[config.mk]
export PLATFORM = sky130hd
export DESIGN_NAME = register_usr
export DESIGN_NICKNAME = d
export VERILOG_FILES = /design/src/rtl/register_usr.sv
export SDC_FILE = /design/constraint.sdc
export NUM_CORES = 1
export LEC_CHECK = 0
export BUFFER_PORTS_ARGS = -buffer_cell sky130_fd_sc_hd__buf_2
export CORE_MARGIN = 4
export CORE_UTILIZATION = 55
export CTS_BUF_LIST = sky130_fd_sc_hd__clkbuf_8
export DETAILED_ROUTE_END_ITERATION = 10
export GPL_TIMING_DRIVEN = 0
export PLACE_DENSITY = 0.9
export SLEW_MARGIN = 25
export SYNTH_ARGS = -nofsm -noshare
export SYNTH_HDL_FRONTEND = slang
export SYNTH_SLANG_ARGS = --single-unit
[constraint.sdc]
create_clock -name CLK -period 2.8 [get_ports CLK]
set_input_delay 0.56 -clock CLK [delete_from_list [all_inputs] [get_ports CLK]]
set_output_delay 0.56 -clock CLK [all_outputs]
set_load 0.005 [all_outputs]
[src/rtl/register_usr.sv]
// Universal shift register with a built-in LSB-first serializer (IDLE/SHIFT FSM).
// Optional rotate support on MODE-driven shifts is enabled by defining REGISTER_USR_ROTATE_EN.
module register_usr #(
  parameter int unsigned          WIDTH     = 8,
  parameter logic [WIDTH-1:0]     RESET_VAL = '0
) (
  input  logic             CLK,
  input  logic             RST_N,
  input  logic [1:0]       MODE,
  input  logic [WIDTH-1:0] IN,
  input  logic             SIN_MSB,
  input  logic             SIN_LSB,
  input  logic             START,
  output logic [WIDTH-1:0] OUT,
  output logic             SOUT,
  output logic             BUSY,
  output logic             DONE
`ifdef REGISTER_USR_ROTATE_EN
  ,
  input  logic             ROT
`endif
);

  localparam int unsigned CW = $clog2(WIDTH + 1);

  typedef enum logic {
    IDLE  = 1'b0,
    SHIFT = 1'b1
  } state_e;

  typedef enum logic [1:0] {
    M_HOLD = 2'b00,
    M_SHR  = 2'b01,
    M_SHL  = 2'b10,
    M_LOAD = 2'b11
  } mode_e;

  state_e           state_q, state_d;
  logic [WIDTH-1:0] out_q, out_d;
  logic [CW-1:0]    cnt_q, cnt_d;
  logic             busy_q, busy_d;
  logic             done_q, done_d;
  logic             rot_en;
  logic             shr_fill;
  logic             shl_fill;

`ifdef REGISTER_USR_ROTATE_EN
  assign rot_en = ROT;
`else
  assign rot_en = 1'b0;
`endif

  // Rotation only affects MODE-driven shifts; the serializer always shifts in SIN_MSB.
  assign shr_fill = rot_en ? out_q[0]       : SIN_MSB;
  assign shl_fill = rot_en ? out_q[WIDTH-1] : SIN_LSB;

  always_comb begin
    state_d = state_q;
    out_d   = out_q;
    cnt_d   = cnt_q;
    busy_d  = 1'b0;
    done_d  = 1'b0;
    case (state_q)
      IDLE: begin
        if (START) begin
          out_d   = IN;
          cnt_d   = CW'(WIDTH);
          state_d = SHIFT;
          busy_d  = 1'b1;
        end else begin
          case (mode_e'(MODE))
            M_SHR:   out_d = {shr_fill, out_q[WIDTH-1:1]};
            M_SHL:   out_d = {out_q[WIDTH-2:0], shl_fill};
            M_LOAD:  out_d = IN;
            default: out_d = out_q;
          endcase
        end
      end
      SHIFT: begin
        out_d = {SIN_MSB, out_q[WIDTH-1:1]};
        cnt_d = cnt_q - CW'(1);
        // The last shift lands on the edge where the count hits zero.
        if (cnt_q == CW'(1)) begin
          state_d = IDLE;
          done_d  = 1'b1;
        end else begin
          busy_d  = 1'b1;
        end
      end
      default: begin
        state_d = IDLE;
      end
    endcase
  end

  always_ff @(posedge CLK or negedge RST_N) begin
    if (!RST_N) begin
      state_q <= IDLE;
      out_q   <= RESET_VAL;
      cnt_q   <= '0;
      busy_q  <= 1'b0;
      done_q  <= 1'b0;
    end else begin
      state_q <= state_d;
      out_q   <= out_d;
      cnt_q   <= cnt_d;
      busy_q  <= busy_d;
      done_q  <= done_d;
    end
  end

  assign OUT  = out_q;
  assign SOUT = out_q[0];
  assign BUSY = busy_q;
  assign DONE = done_q;

endmodule

# Word level (Yosys, flattened, before mapping)
# Index checks and enable logic that the tools add are counted.
[word_totals]
out_inout_bits = 11
ff_bits = 14
elab_cells = 22
input_bits = 15
[classes]
addsub = 1
n_eq_ne = 6
mux = 10
n_bitwise = 1
[op_table]
columns = ["operator", "count"]
rows = [
  ["8-bit case mux with 3 select lines", 1],
  ["8-bit case mux with 2 select lines", 1],
  ["8-bit 2-to-1 mux", 1],
  ["4-bit case mux with 2 select lines", 1],
  ["5-bit by 2-bit inequality test with 1-bit output (second input constant)", 1],
  ["2-bit equality test (second input constant)", 2],
  ["4-bit by 1-bit equality test with 1-bit output (second input constant)", 1],
  ["1-bit 2-to-1 mux", 4],
  ["4-bit 2-to-1 mux", 1],
  ["4-bit by 1-bit subtractor with 4-bit output (second input constant)", 1],
  ["2-bit by 1-bit equality test with 1-bit output (second input constant)", 1],
  ["2-bit inequality test (second input constant)", 1],
  ["1-bit case mux with 2 select lines", 1],
  ["1-bit inverter", 1],
]

# Longest topological paths before layout
[depth]
depth_word = 4
depth_mapped = 7
mapped_depth_nobuf = 5

# Worst setup path after synthesis
# Ideal clock, no wire load.
[synth_path]
path_type = "in2reg"
from = "in MODE[0]"
to = "reg out_q[4], in the netlist OUT[4]"
path_stages = 6
path_slack_ps = 945
n_path_buf = 2
required_ps = 2668
setup_time_ps = 132
arrival_ps = 1723
path_cell_list = "ha_1 > or4b_1 > buf_2 > buf_6 > nor2_2 > a31oi_2"
[synth_between]
elab_chain_cells = 4
word_cells_on_any_way = 7
cone_classes = "4 x eq/ne; 3 x mux"
[synth_rtl]
columns = ["element", "line", "text"]
rows = [
  ["start, declared", "9", "input logic [1:0] MODE,"],
  ["2-bit equality test or 2-bit by 1-bit equality test with 1-bit output (tied branches)", "71", "case (mode_e'(MODE))"],
  ["8-bit case mux with 3 select lines", "71", ""],
  ["8-bit 2-to-1 mux", "65", "if (START) begin"],
  ["8-bit case mux with 2 select lines", "63", "case (state_q)"],
  ["end signal, assigned", "105", "out_q <= out_d;"],
  ["end, declared", "39", "logic [WIDTH-1:0] out_q, out_d;"],
]
# Several ways; a longest one is shown, not always the timed one.
# A chain may end at the register's enable or synchronous reset.

# Final worst setup path
[layout_path]
from = "in MODE[0]"
to = "reg out_q[3], in the netlist OUT[3]"
# The elaborated chain is that of the path after synthesis.

==> flow_summary.yaml <==
clock_network:
  htreeDepth: 1
  cts_setup_buffers: 0
  cts_root_buf: "clkbuf_8"
  clk_latency_ns: 0.25
  clkTransAtPathRegs_ns: 0.06
  cts-hold-fix-buffers: 0
  cts_resized: 0
  cts_made_buffers: 3
  cts_buffer_depth: 2
  clock-sinks: 14
  cts_tree: "built"
placement:
  gp_congestion: 0.806
  place_area_sq_um: 1030
  dpl.hpwl_um: 1400
  port_buffers: 24
  place_ws_ns: 0.737
  post-place-cells: 130
drt:
  wirelength_um: 2010
  antenna_left: 0
  drt_iter0_markers: 26
  via_per_inst: 5.93
  drc: 0
  num_vias: 795
  wl_per_cell_um: 15.0
  first_pass_iters: 4
sta:
  tightest_slew_ns: 0.449
  setup_ws_ns: 0.976
  min_period_ns: 1.82
  clock-skew-final_ns: 0.00120
  fmax_ghz: 0.548
  finalSetupViolCount: 0
  hold_ws_ns: 0.198
  rsz0062_at_grt: "false"
  drv_slew: 0
  hold_viol_final: 0
  setup_tns_ns: 0
  post-route-period-util_pct: 65.1
  slew_headroom_pct: 69.8
power:
  power_switching_mw: 0.381
  ir_drop_uv: 530
  power_mw: 1.06
  power_density_nw_per_um2: 983
  share_comb_of_total_power_pct: 44.2
  leakage_nw: 0.494
  seqPwrFrac_pct: 37.0
  pwr-share-clk_pct: 18.9
  p_sw_share_pct: 35.8
  internal-power_mw: 0.683
synthesis:
  synth-edff-count: 0
  async_flop_share_pct: 100
  ys_seq_area_share_pct: 39.5
  ys_top_cells_by_count: "14 x dfrtp_1, 10 x o21ai_0, 5 x inv_1, 5 x nand2_1, 5 x nor2_2"
  synth-seq-cells: 14
  synth_nets: 109
  syn_area_sq_um: 887
  synth.most_common_cell: "dfrtp_1"
  synth_top_area_share_pct: 39.5
  synth.area.top_cells: "dfrtp_1 39%, a31oi_2 5.6%, ha_1 5.6%, o21ai_0 5.6%, buf_6 3.8%"
  yosys_warnings: 0
  synthesis.instances: 90
  synth.avg_cell_area_sq_um: 9.86
  synth_cell_types: 34
  synth.largest_area_cell: "dfrtp_1"
  ys.flop_type: "dfrtp_1"
floorplan:
  rows: 14
  coreArea_sq_um: 1520
  die_area_sq_um: 2320
  die_w_um: 48.2
  start_util_pct: 58.2
  die_h_um: 48.2
  pin_count: 26
worst_setup_path:
  cp_max_fo: 10
  cp.arrival_ns: 1.94
  worstPathRequired_ns: 2.92
  worst_setup_path_end_kind: "flip-flop"
  cp-start-kind: "input port"
  r2r_cells: 4
  crit_type: "in -> reg"
layout:
  final_util_pct: 71.0
  stdcell_count: 134
  n_antenna_cell: 0
  regArea_sq_um: 350
  fillers: 113
  fin_nets: 138
  drive_gt1_share_pct: 39.0
  multi_input_area_sq_um: 464
  area_growth_pct: 22.0
  finalInstanceArea_sq_um: 1080
hold_path:
  hold_path.class: "in -> async"
grt:
  grt_max_degree: 15
  grt-ovfl-total: 0
  antenna_found_initial: 0
  grt_pass1_wl_um: 3110
  grt_usage_pct: 18.6
  grt_pass1_vias: 770
run_status:
  status: "completed"
job:
  max_cap_violations: 0
==> logic make-up (layout without fill, tap and decap cells) <==
logic type               count (synthesis)  in the layout  share of synthesized area [%]
buffers and inverters                   12             40                           8.18
flip-flops                              14             14                           39.5
multiplexers                             1              1                           1.27
adder cells (fa/ha/maj)                  4              4                           5.64
AND/OR/NAND/NOR                         27             27                           18.6
XOR/XNOR                                 1              1                          0.987
AO/OA/AOI/OAI                           31             31                           25.8
==> critical path: stages <==
cell	delay, ns
buf_2	0.10
ha_1	0.29
or4b_1	0.53
buf_2	0.16
buf_6	0.15
nor2_2	0.10
a31oi_2	0.05
==> layout by cell type (no fill, tap or decap), types with 2 or more instances in the layout <==
master     count
inv_1          5
buf_6          3
ha_1           4
or3b_2         2
o21ai_0       10
nor2_1         3
nand3b_1       2
buf_2         25
a21oi_1        3
clkbuf_1       2
and2_1         3
a32oi_1        3
o21a_1         2
a31oi_1        2
nor2_2         5
nand2_1        5
dfrtp_1       14
clkbuf_8       4
a31oi_2        4
a2bb2oi_1      2
==> worst paths after layout <==
kind                       startpoint       end  slack [ns]
setup / recovery              MODE[0]    OUT[3]        0.98
hold / removal                  RST_N  cnt_q[3]        0.20
setup reg to reg                 BUSY    OUT[7]        1.32
hold reg to reg              cnt_q[3]      DONE        0.49
max in group asynchronous       RST_N    OUT[1]        2.37
min in group CLK             cnt_q[3]      DONE        0.49
==> flip-flops by register name (all words and copies together) (netlist names) <==
signal / count
BUSY: 1
OUT: 8
cnt_q: 4
DONE: 1
==> power groups by stage <==
stage	sequential, mW	clock, mW	combinational (mW)
finish	0.394	0.201	0.470
global route	0.410	0.212	0.532
CTS	0.393	0.203	0.474
detailed placement	0.395	0	0.465
global placement	0.389	0	0.452
floorplan	0.385	0	0.323
==> metal layers <==
metal  wire [um]  track usage, %  part of all wire [%]  up-vias
li1            -               -                     -      377
met4          38            5.91                   1.9        0
met5           0               0                     0        -
met2         959            30.7                    48       38
met1         850            24.8                    42      372
met3         158            2.58                   7.9        8
==> cell type report <==
type	instances	area share [%]
Timing Repair Buffer	24	11.1
Tap cell	16	1.85
Inverter	5	1.73
Sequential cell	14	32.4
Clock buffer	4	5.09
Multi-Input combinational cell	64	42.9
Buffer	7	4.97
Note: power is estimated with default switching activity, not from simulation.
